--- src/rtl/membus_arb2_if.sv ---
// membus_arb2_if: one membus port, with requester controls/address/data and the memory's responses.
interface membus_arb2_if;
    logic         rq_cyc, rd_rq, wr_rq, fmc_select, wr_rs;
    logic [21:35] ma;
    logic [18:21] sel;
    logic [0:35]  mb_write, mb_read;
    logic         addr_ack, rd_rs;
    modport master (output rq_cyc, rd_rq, wr_rq, fmc_select, wr_rs, ma, sel, mb_write,
                    input  mb_read, addr_ack, rd_rs);
    modport slave  (input  rq_cyc, rd_rq, wr_rq, fmc_select, wr_rs, ma, sel, mb_write,
                    output mb_read, addr_ack, rd_rs);
endinterface

--- src/rtl/membus_arb2.sv ---
// membus_arb2: two-requester round-robin arbiter onto one membus, with an address-phase timeout.
module membus_arb2 #(parameter int TIMEOUT = 255) (
    input  logic clk,
    input  logic reset,
    membus_arb2_if.slave  s0,
    membus_arb2_if.slave  s1,
    membus_arb2_if.master m,
    output logic timeout,
    output logic owner
);
    typedef enum logic [1:0] {IDLE, ADDR, DATA} state_t;
    state_t state, state_n;
    logic owner_n, wr_flag, wr_flag_n, timeout_n, busy;
    logic o_rq_cyc, o_wr_rq, o_wr_rs;
    logic [7:0] cnt, cnt_n;
    logic [59:0] r0, r1;
    assign r0 = {s0.rq_cyc, s0.rd_rq, s0.wr_rq, s0.fmc_select, s0.wr_rs, s0.ma, s0.sel, s0.mb_write};
    assign r1 = {s1.rq_cyc, s1.rd_rq, s1.wr_rq, s1.fmc_select, s1.wr_rs, s1.ma, s1.sel, s1.mb_write};
    assign busy = state != IDLE;
    assign o_rq_cyc = owner ? s1.rq_cyc : s0.rq_cyc;
    assign o_wr_rq = owner ? s1.wr_rq : s0.wr_rq;
    assign o_wr_rs = owner ? s1.wr_rs : s0.wr_rs;
    // Pure combinational forwarding; the async reset forces IDLE and so zeroes every path at once.
    assign {m.rq_cyc, m.rd_rq, m.wr_rq, m.fmc_select, m.wr_rs, m.ma, m.sel, m.mb_write} =
        busy ? (owner ? r1 : r0) : '0;
    assign {s0.mb_read, s0.addr_ack, s0.rd_rs} = (busy && !owner) ? {m.mb_read, m.addr_ack, m.rd_rs} : '0;
    assign {s1.mb_read, s1.addr_ack, s1.rd_rs} = (busy && owner) ? {m.mb_read, m.addr_ack, m.rd_rs} : '0;
    always_ff @(posedge clk or posedge reset)
        if (reset) begin
            state <= IDLE;
            owner <= 1'b1;
            wr_flag <= 1'b0;
            cnt <= '0;
            timeout <= 1'b0;
        end else begin
            state <= state_n;
            owner <= owner_n;
            wr_flag <= wr_flag_n;
            cnt <= cnt_n;
            timeout <= timeout_n;
        end
    always_comb begin
        state_n = state;
        owner_n = owner;
        wr_flag_n = wr_flag;
        timeout_n = 1'b0;
        cnt_n = (state != ADDR) ? '0 : (&cnt) ? cnt : cnt + 8'd1;
        case (state)
            IDLE:
                if (s0.rq_cyc || s1.rq_cyc) begin
                    state_n = ADDR;
                    owner_n = (s0.rq_cyc && s1.rq_cyc) ? ~owner : s1.rq_cyc;
                end
            ADDR:
                if (!o_rq_cyc) state_n = IDLE;
                else if (m.addr_ack) begin
                    state_n = DATA;
                    wr_flag_n = o_wr_rq;
                end else if (cnt == 8'(TIMEOUT - 1)) begin
                    state_n = IDLE;
                    timeout_n = 1'b1;
                end
            DATA: if (wr_flag ? o_wr_rs : m.rd_rs) state_n = IDLE;
            default: state_n = IDLE;
        endcase
    end
endmodule

--- src/flat_wrapper.sv ---
// flat-port wrapper written by rule: the top's interface ports become plain ports
module membus_arb2_flat 
#(parameter int TIMEOUT = 255)
  (clk, reset, timeout, owner, s0_rq_cyc, s0_rd_rq, s0_wr_rq, s0_fmc_select, s0_wr_rs, s0_ma, s0_sel, s0_mb_write, s0_mb_read, s0_addr_ack, s0_rd_rs, s1_rq_cyc, s1_rd_rq, s1_wr_rq, s1_fmc_select, s1_wr_rs, s1_ma, s1_sel, s1_mb_write, s1_mb_read, s1_addr_ack, s1_rd_rs, m_rq_cyc, m_rd_rq, m_wr_rq, m_fmc_select, m_wr_rs, m_ma, m_sel, m_mb_write, m_mb_read, m_addr_ack, m_rd_rs);
  membus_arb2_if s0_i ();
  membus_arb2_if s1_i ();
  membus_arb2_if m_i ();
  input  logic clk;
  input  logic reset;
  output logic timeout;
  output logic owner;
  input wire logic [$bits(s0_i.rq_cyc)-1:0] s0_rq_cyc;
  input wire logic [$bits(s0_i.rd_rq)-1:0] s0_rd_rq;
  input wire logic [$bits(s0_i.wr_rq)-1:0] s0_wr_rq;
  input wire logic [$bits(s0_i.fmc_select)-1:0] s0_fmc_select;
  input wire logic [$bits(s0_i.wr_rs)-1:0] s0_wr_rs;
  input wire logic [$bits(s0_i.ma)-1:0] s0_ma;
  input wire logic [$bits(s0_i.sel)-1:0] s0_sel;
  input wire logic [$bits(s0_i.mb_write)-1:0] s0_mb_write;
  output wire logic [$bits(s0_i.mb_read)-1:0] s0_mb_read;
  output wire logic [$bits(s0_i.addr_ack)-1:0] s0_addr_ack;
  output wire logic [$bits(s0_i.rd_rs)-1:0] s0_rd_rs;
  input wire logic [$bits(s1_i.rq_cyc)-1:0] s1_rq_cyc;
  input wire logic [$bits(s1_i.rd_rq)-1:0] s1_rd_rq;
  input wire logic [$bits(s1_i.wr_rq)-1:0] s1_wr_rq;
  input wire logic [$bits(s1_i.fmc_select)-1:0] s1_fmc_select;
  input wire logic [$bits(s1_i.wr_rs)-1:0] s1_wr_rs;
  input wire logic [$bits(s1_i.ma)-1:0] s1_ma;
  input wire logic [$bits(s1_i.sel)-1:0] s1_sel;
  input wire logic [$bits(s1_i.mb_write)-1:0] s1_mb_write;
  output wire logic [$bits(s1_i.mb_read)-1:0] s1_mb_read;
  output wire logic [$bits(s1_i.addr_ack)-1:0] s1_addr_ack;
  output wire logic [$bits(s1_i.rd_rs)-1:0] s1_rd_rs;
  output wire logic [$bits(m_i.rq_cyc)-1:0] m_rq_cyc;
  output wire logic [$bits(m_i.rd_rq)-1:0] m_rd_rq;
  output wire logic [$bits(m_i.wr_rq)-1:0] m_wr_rq;
  output wire logic [$bits(m_i.fmc_select)-1:0] m_fmc_select;
  output wire logic [$bits(m_i.wr_rs)-1:0] m_wr_rs;
  output wire logic [$bits(m_i.ma)-1:0] m_ma;
  output wire logic [$bits(m_i.sel)-1:0] m_sel;
  output wire logic [$bits(m_i.mb_write)-1:0] m_mb_write;
  input wire logic [$bits(m_i.mb_read)-1:0] m_mb_read;
  input wire logic [$bits(m_i.addr_ack)-1:0] m_addr_ack;
  input wire logic [$bits(m_i.rd_rs)-1:0] m_rd_rs;
  assign s0_i.rq_cyc = s0_rq_cyc;
  assign s0_i.rd_rq = s0_rd_rq;
  assign s0_i.wr_rq = s0_wr_rq;
  assign s0_i.fmc_select = s0_fmc_select;
  assign s0_i.wr_rs = s0_wr_rs;
  assign s0_i.ma = s0_ma;
  assign s0_i.sel = s0_sel;
  assign s0_i.mb_write = s0_mb_write;
  assign s0_mb_read = s0_i.mb_read;
  assign s0_addr_ack = s0_i.addr_ack;
  assign s0_rd_rs = s0_i.rd_rs;
  assign s1_i.rq_cyc = s1_rq_cyc;
  assign s1_i.rd_rq = s1_rd_rq;
  assign s1_i.wr_rq = s1_wr_rq;
  assign s1_i.fmc_select = s1_fmc_select;
  assign s1_i.wr_rs = s1_wr_rs;
  assign s1_i.ma = s1_ma;
  assign s1_i.sel = s1_sel;
  assign s1_i.mb_write = s1_mb_write;
  assign s1_mb_read = s1_i.mb_read;
  assign s1_addr_ack = s1_i.addr_ack;
  assign s1_rd_rs = s1_i.rd_rs;
  assign m_rq_cyc = m_i.rq_cyc;
  assign m_rd_rq = m_i.rd_rq;
  assign m_wr_rq = m_i.wr_rq;
  assign m_fmc_select = m_i.fmc_select;
  assign m_wr_rs = m_i.wr_rs;
  assign m_ma = m_i.ma;
  assign m_sel = m_i.sel;
  assign m_mb_write = m_i.mb_write;
  assign m_i.mb_read = m_mb_read;
  assign m_i.addr_ack = m_addr_ack;
  assign m_i.rd_rs = m_rd_rs;
  membus_arb2 #(.TIMEOUT(TIMEOUT)) u_core (.clk(clk), .reset(reset), .s0(s0_i), .s1(s1_i), .m(m_i), .timeout(timeout), .owner(owner));
endmodule
--- config.mk ---
export PLATFORM = sky130hd
export DESIGN_NAME = membus_arb2_flat
export DESIGN_NICKNAME = d
export VERILOG_FILES = /design/src/rtl/membus_arb2_if.sv /design/src/rtl/membus_arb2.sv /design/src/flat_wrapper.sv
export SDC_FILE = /design/constraint.sdc
export NUM_CORES = 1
export LEC_CHECK = 0
export ABC_AREA = 1
export CAP_MARGIN = 10
export CORE_AREA = 2 2 117 119
export DETAILED_ROUTE_END_ITERATION = 8
export DIE_AREA = 0 0 119 121
export PLACE_DENSITY = 0.64
export SYNTH_ARGS = -nofsm -noshare
export SYNTH_HDL_FRONTEND = slang
export SYNTH_SLANG_ARGS = --single-unit
--- constraint.sdc ---
create_clock -name clk -period 2.56 [get_ports clk]
set_input_delay 0.64 -clock clk [delete_from_list [all_inputs] [get_ports clk]]
set_output_delay 0.64 -clock clk [all_outputs]
set_load 0.01 [all_outputs]
# [Word level (Yosys, flattened, before mapping)]
# Cells that the tools add are included.
[totals] regBits=13 input_bits=160 word_cells=47
[classes] add_sub_neg=1 n_bitwise=1 muxes=21 n_eq_ne=8 reduce_logical=11
[ops] operator="60-bit two-way mux" n=2
[ops] operator="38-bit two-way mux" n=2
[ops] operator="8-bit two-way mux" n=2
[ops] operator="2-bit two-way mux" n=5
[ops] operator="1-bit two-way mux" n=9
[ops] operator="8-bit by 1-bit adder with 8-bit output, second input constant" n=1
[ops] operator="8-bit == test, second input constant" n=1
[ops] operator="2-bit by 1-bit inequality test with 1-bit output, second input constant" n=4
[ops] operator="8-bit AND reduction" n=1
[ops] operator="2-bit one-hot mux with 3 select lines" n=1
[ops] operator="3-bit AND reduction" n=2
[ops] operator="4-bit inequality test, second input constant" n=1
[ops] operator="1-bit logical AND" n=3
[ops] operator="2-bit by 1-bit == test with 1-bit output, second input constant" n=1
[ops] operator="2-bit == test, second input constant" n=1
[ops] operator="2-bit zero test" n=1
[ops] operator="2-bit AND reduction" n=1
[ops] operator="2-bit nonzero test" n=1
[ops] operator="1-bit zero test" n=1
[ops] operator="1-bit logical OR" n=1
[ops] operator="1-bit NOT" n=1

# [Logic depth before layout (Yosys ltp)]
[logic_depth] word_depth=5 mapped_depth=7 depth_no_buf=7

# [Least setup slack after synthesis]
# OpenSTA, ideal clock, no wires.
[synth_path] kind="register -> output" from="register u_core.owner" to="output port s1_mb_read[15]" setup_slack_ns=0.725 arrival_ns=1.195 required_time_ns=1.920 stages_incl_launch_ff=6 path_buffers=3 cell_sequence="dfstp_2 > buf_4 > nand2_1 > buf_6 > buf_6 > nor2_1"
[synth_via] elab_chain_len=2
[synth_rtl] item="start, declared" line="membus_arb2.sv:9" source="output logic owner"
[synth_rtl] item="start signal, assigned" line="membus_arb2.sv:37" source="owner <= owner_n;"
[synth_rtl] item="1-bit logical AND" line="membus_arb2.sv:27" source="assign {s1.mb_read, s1.addr_ack, s1.rd_rs} = (busy && owner) ? {m.mb_read, m.addr_ack, m.rd_rs} : '0;"
[synth_rtl] item="38-bit two-way mux" line="membus_arb2.sv:27"
[synth_rtl] item="end, declared" line="flat_wrapper.sv:31" source="output wire logic [$bits(s1_i.mb_read)-1:0] s1_mb_read;"
# No other way between the ends.

# [Worst setup path in the final report]
[layout_path] from="input port s1_ma[7]" to="output port m_ma[7]"
[layout_via] elab_chain_len=2
[layout_rtl] item="start, declared" line="flat_wrapper.sv:28" source="input wire logic [$bits(s1_i.ma)-1:0] s1_ma;"
[layout_rtl] item="60-bit two-way mux (2 in a row)" line="membus_arb2.sv:25" source="busy ? (owner ? r1 : r0) : '0;"
[layout_rtl] item="end, declared" line="flat_wrapper.sv:39" source="output wire logic [$bits(m_i.ma)-1:0] m_ma;"
# No other way between the ends.

==> flow_metrics.tcl <==
set metrics [dict create \
    critPathCaptureType "primary output" \
    syn_to_final_growth_pct 166 \
    cp_cell_sequence "clkdlybuf4s50_1, nand2_1, a21oi_1, clkdlybuf4s50_1" \
    cts_sinks 13 \
    antenna_cells 0 \
    postRouteAntennaNets 0 \
    grt_pass1_wl_mm 17.4 \
    internal_power_mw 2.70 \
    postSynthRegisterBits 13 \
    critical-path-slowest-cell "sky130_fd_sc_hd__clkdlybuf4s50_1" \
    synth-warning-count 0 \
    cpPeakStageDelay_ns 0.56 \
    worst_r2r_endpoint "u_core.cnt[0]" \
    reg2regPathDepth 4 \
    post_synth_instance_area_sq_mm 0.00208 \
    syn-mean-instance-area_sq_um 4.98 \
    number_of_detailed_route_iterations_in_the_first_pass 4 \
    detail_routed_via_count_per_cell 4.06 \
    final_area_sq_mm 0.00552 \
    fp-row-count 42 \
    cap_viol_max_count 0 \
    vias 3582 \
    worst_path_most_repeated_cell "sky130_fd_sc_hd__clkdlybuf4s50_1" \
    gp_congestion 0.777 \
    setup.reg_to_reg.worst_slack_ns 1.11 \
    grt_overflow 0 \
    critical_path_peak_fanout 1 \
    achievable-frequency_mhz 397 \
    core_sq_mm 0.0131 \
    clk_path_buf_depth 2 \
    cts.hold.buffers_added 0 \
    antenna_violations_before_repair 0 \
    hp-start "u_core.wr_flag" \
    tritoncts.num_buffers 3 \
    hold-worst-slack_ns 0.513 \
    synthDominantAreaCellType "sky130_fd_sc_hd__nand2_1" \
    pwr-share-clk_pct 6.0 \
    post_synth_main_area_contributors "sky130_fd_sc_hd__nand2_1, sky130_fd_sc_hd__nor2_1, sky130_fd_sc_hd__a21oi_1" \
    clockRootBuffer "sky130_fd_sc_hd__clkbuf_16" \
    worstHoldPathCells 2 \
    timing.setup.critical_path_class "in2out" \
    dp_worst_setup_slack_ns -0.133 \
    holdPathEnd "u_core.wr_flag" \
    timing.final.max_slew_violations 0 \
    postRouteWirelength_mm 11.9 \
    synthDistinctLibCells 24 \
    path_clk_slew_ns 0.05 \
    finClkSkew_ns 0.000625 \
    period_share_pct 98.4 \
    final_layout_size_suffix_gt1_share_pct 4.53 \
    fin_ws_ns 0.0404 \
    route.detailed.drc 0 \
    grt_max_degree 47 \
    reg2reg_from "u_core.state[0]" \
    switching_share_pct 46.1 \
    wl_per_cell_microns 13.5 \
    static_leakage_nw 2.94 \
    port_buffers 297 \
    synth_sequential_area_ratio_pct 15.7 \
    finalSetupViolations 0 \
    max-vdd-ir-drop_v 0.000343 \
    netlist_instances 417 \
    die_area_sq_mm 0.0144 \
    power.combinational.fraction_pct 88.0 \
    synth_top_area_share_pct 26.0 \
    worstHoldPathType "reg2reg" \
    tightestPinTransition_ns 0.693 \
    layout.nets 870 \
    grtUsageTotal_pct 14.8 \
    total_half_perimeter_wirelength_after_legalization_and_detailed_placement_mm 9.09 \
    synth_nets 579 \
    drt_first_iter_violations 104 \
    switchingPower_mw 2.31 \
    detailed_place.area_sq_mm 0.00527 \
    num_io_pins 298 \
    cts_tree "yes" \
    non_filler_instance_count_after_layout 883 \
    first_global_vias 3447 \
    height_of_the_die_microns 121 \
    worst_skew_pair.late_latency_ns 0.24 \
    slew-limit-headroom_pct 53.6 \
    cp_data_required_time_ns 1.92 \
    cp.arrival_ns 1.88 \
    power_per_cell_area_mw_per_mm2 907 \
    cts_htree_levels 1 \
    initial_core_util_pct 15.9 \
    status "finished clean" \
    finalHoldViolCount 0 \
    dpl.cell_count 874 \
    timing.final.crit_period_ns 2.52 \
    sequentialPowerShare_pct 6.0 \
    fp.dieW_microns 119 \
    setup_repair_after_global_routing_missed_its_margin "false" \
    cp-start-kind "input port" \
]
-- synthesized netlist by cell type --
cell type,instances
sky130_fd_sc_hd__inv_1,48
sky130_fd_sc_hd__o31ai_1,1
sky130_fd_sc_hd__buf_6,5
sky130_fd_sc_hd__o21bai_1,1
sky130_fd_sc_hd__o211ai_1,1
sky130_fd_sc_hd__nor2_1,90
sky130_fd_sc_hd__a21oi_1,60
sky130_fd_sc_hd__nor2_4,2
sky130_fd_sc_hd__a31oi_1,1
sky130_fd_sc_hd__ha_1,2
sky130_fd_sc_hd__o21ai_1,2
sky130_fd_sc_hd__nand4_1,2
sky130_fd_sc_hd__nor2b_1,1
sky130_fd_sc_hd__nand3_1,10
sky130_fd_sc_hd__buf_2,15
sky130_fd_sc_hd__dfrtp_1,12
sky130_fd_sc_hd__nand2_1,144
sky130_fd_sc_hd__buf_4,4
sky130_fd_sc_hd__dfstp_2,1
sky130_fd_sc_hd__clkbuf_1,4
sky130_fd_sc_hd__inv_2,3
sky130_fd_sc_hd__nand2_4,1
sky130_fd_sc_hd__o21ai_0,5
sky130_fd_sc_hd__nand2_2,2
-- power by group through the flow --
stage	Combinational, mW	Sequential, mW	Clock, mW
floorplan	1.98	0.290	0
global placement	4.41	0.306	0
detailed placement	4.38	0.306	0
CTS	4.37	0.304	0.304
global route	4.81	0.308	0.320
finish	4.41	0.300	0.299
-- sequential cells by signal (all words and copies together) (netlist names) --
| name | flops |
|---|---|
| u_core.cnt | 8 |
| u_core.owner | 1 |
| u_core.state | 2 |
| u_core.timeout | 1 |
| u_core.wr_flag | 1 |
-- cells by family (layout without fill, tap and decap cells) --
group / Yosys count / count (layout) / synth area share, %
AO/OA/AOI/OAI: 71 / 71 / 17.5
adder cells (fa/ha/maj): 2 / 2 / 1.20
buffers and inverters: 79 / 369 / 17.7
flip-flops: 13 / 13 / 15.7
AND/OR/NAND/NOR: 252 / 252 / 47.8
-- cell type report --
type / instances / area [sq um]
well taps: 176 / 220
repair buffers: 314 / 3320
inverters: 51 / 191
clock buffers: 4 / 78.8
fillers: 1343 / 7560
multi-input cells: 325 / 1390
flip-flops and latches: 13 / 327
-- layout by cell type, fill, tap and decap left out, types with 7 or more instances in the layout --
| master | synthesis | routed |
|---|---|---|
| sky130_fd_sc_hd__nand3_1 | 10 | 10 |
| sky130_fd_sc_hd__dfrtp_1 | 12 | 12 |
| sky130_fd_sc_hd__dlymetal6s2s_1 | 0 | 36 |
| sky130_fd_sc_hd__nand2_1 | 144 | 143 |
| sky130_fd_sc_hd__a21oi_1 | 60 | 59 |
| sky130_fd_sc_hd__nor2_1 | 90 | 90 |
| sky130_fd_sc_hd__clkdlybuf4s50_1 | 0 | 250 |
| sky130_fd_sc_hd__buf_4 | 4 | 8 |
| sky130_fd_sc_hd__inv_1 | 48 | 48 |
| sky130_fd_sc_hd__dlygate4sd2_1 | 0 | 10 |
| sky130_fd_sc_hd__buf_12 | 0 | 7 |
-- worst max-delay path: cells and delay by family --
kind	cells	cell delay [ns]
and+or+nand+nor	1	0.06
AOI/OAI and AO/OA	1	0.14
buffers and inverters	2	1.05
-- metrics by stage --
| stage | power [mW] | utilization (%) | setup TNS (ns) |
|---|---|---|---|
| 6_report | 5.01 | 42.2 | 0 |
| 5_1_grt | 5.43 | 42.2 | 0 |
| 4_1_cts | 4.97 | 40.8 | 0 |
| 3_5_place_dp | 4.69 | 40.3 | -0.468 |
| 3_3_place_gp | 4.71 | 40.3 | -0.455 |
| 2_1_floorplan | 2.27 | - | 0 |
-- worst max-delay path by stage --
stage	startpoint	end	slack (ns)	cells after the start
5_1_grt	u_core.owner	m_mb_write[30]	0.0007	4
2_1_floorplan	u_core.owner	s1_mb_read[15]	0.72	5
3_5_place_dp	s1_wr_rs	m_wr_rs	-0.13	4
6_report	s1_ma[7]	m_ma[7]	0.04	4
4_1_cts	u_core.owner	s1_mb_read[3]	0.002	4
3_3_place_gp	s1_rq_cyc	m_rq_cyc	-0.12	6
-- per-layer routing --
metal  global-route usage, %  up-vias  routed length, microns
met4                    4.32        0                     270
met5                       0        -                       0
met2                    27.0      199                    5870
met1                    16.8     1520                    4770
met3                    4.18       15                    1030
li1                        -     1848                       -
-- repair_timing --
action	CTS	global route
resized for setup	11	37
endpoints found under the setup margin	10	45
setup buffers	0	2
gates cloned	0	3
(Power assumes the default switching activity.)
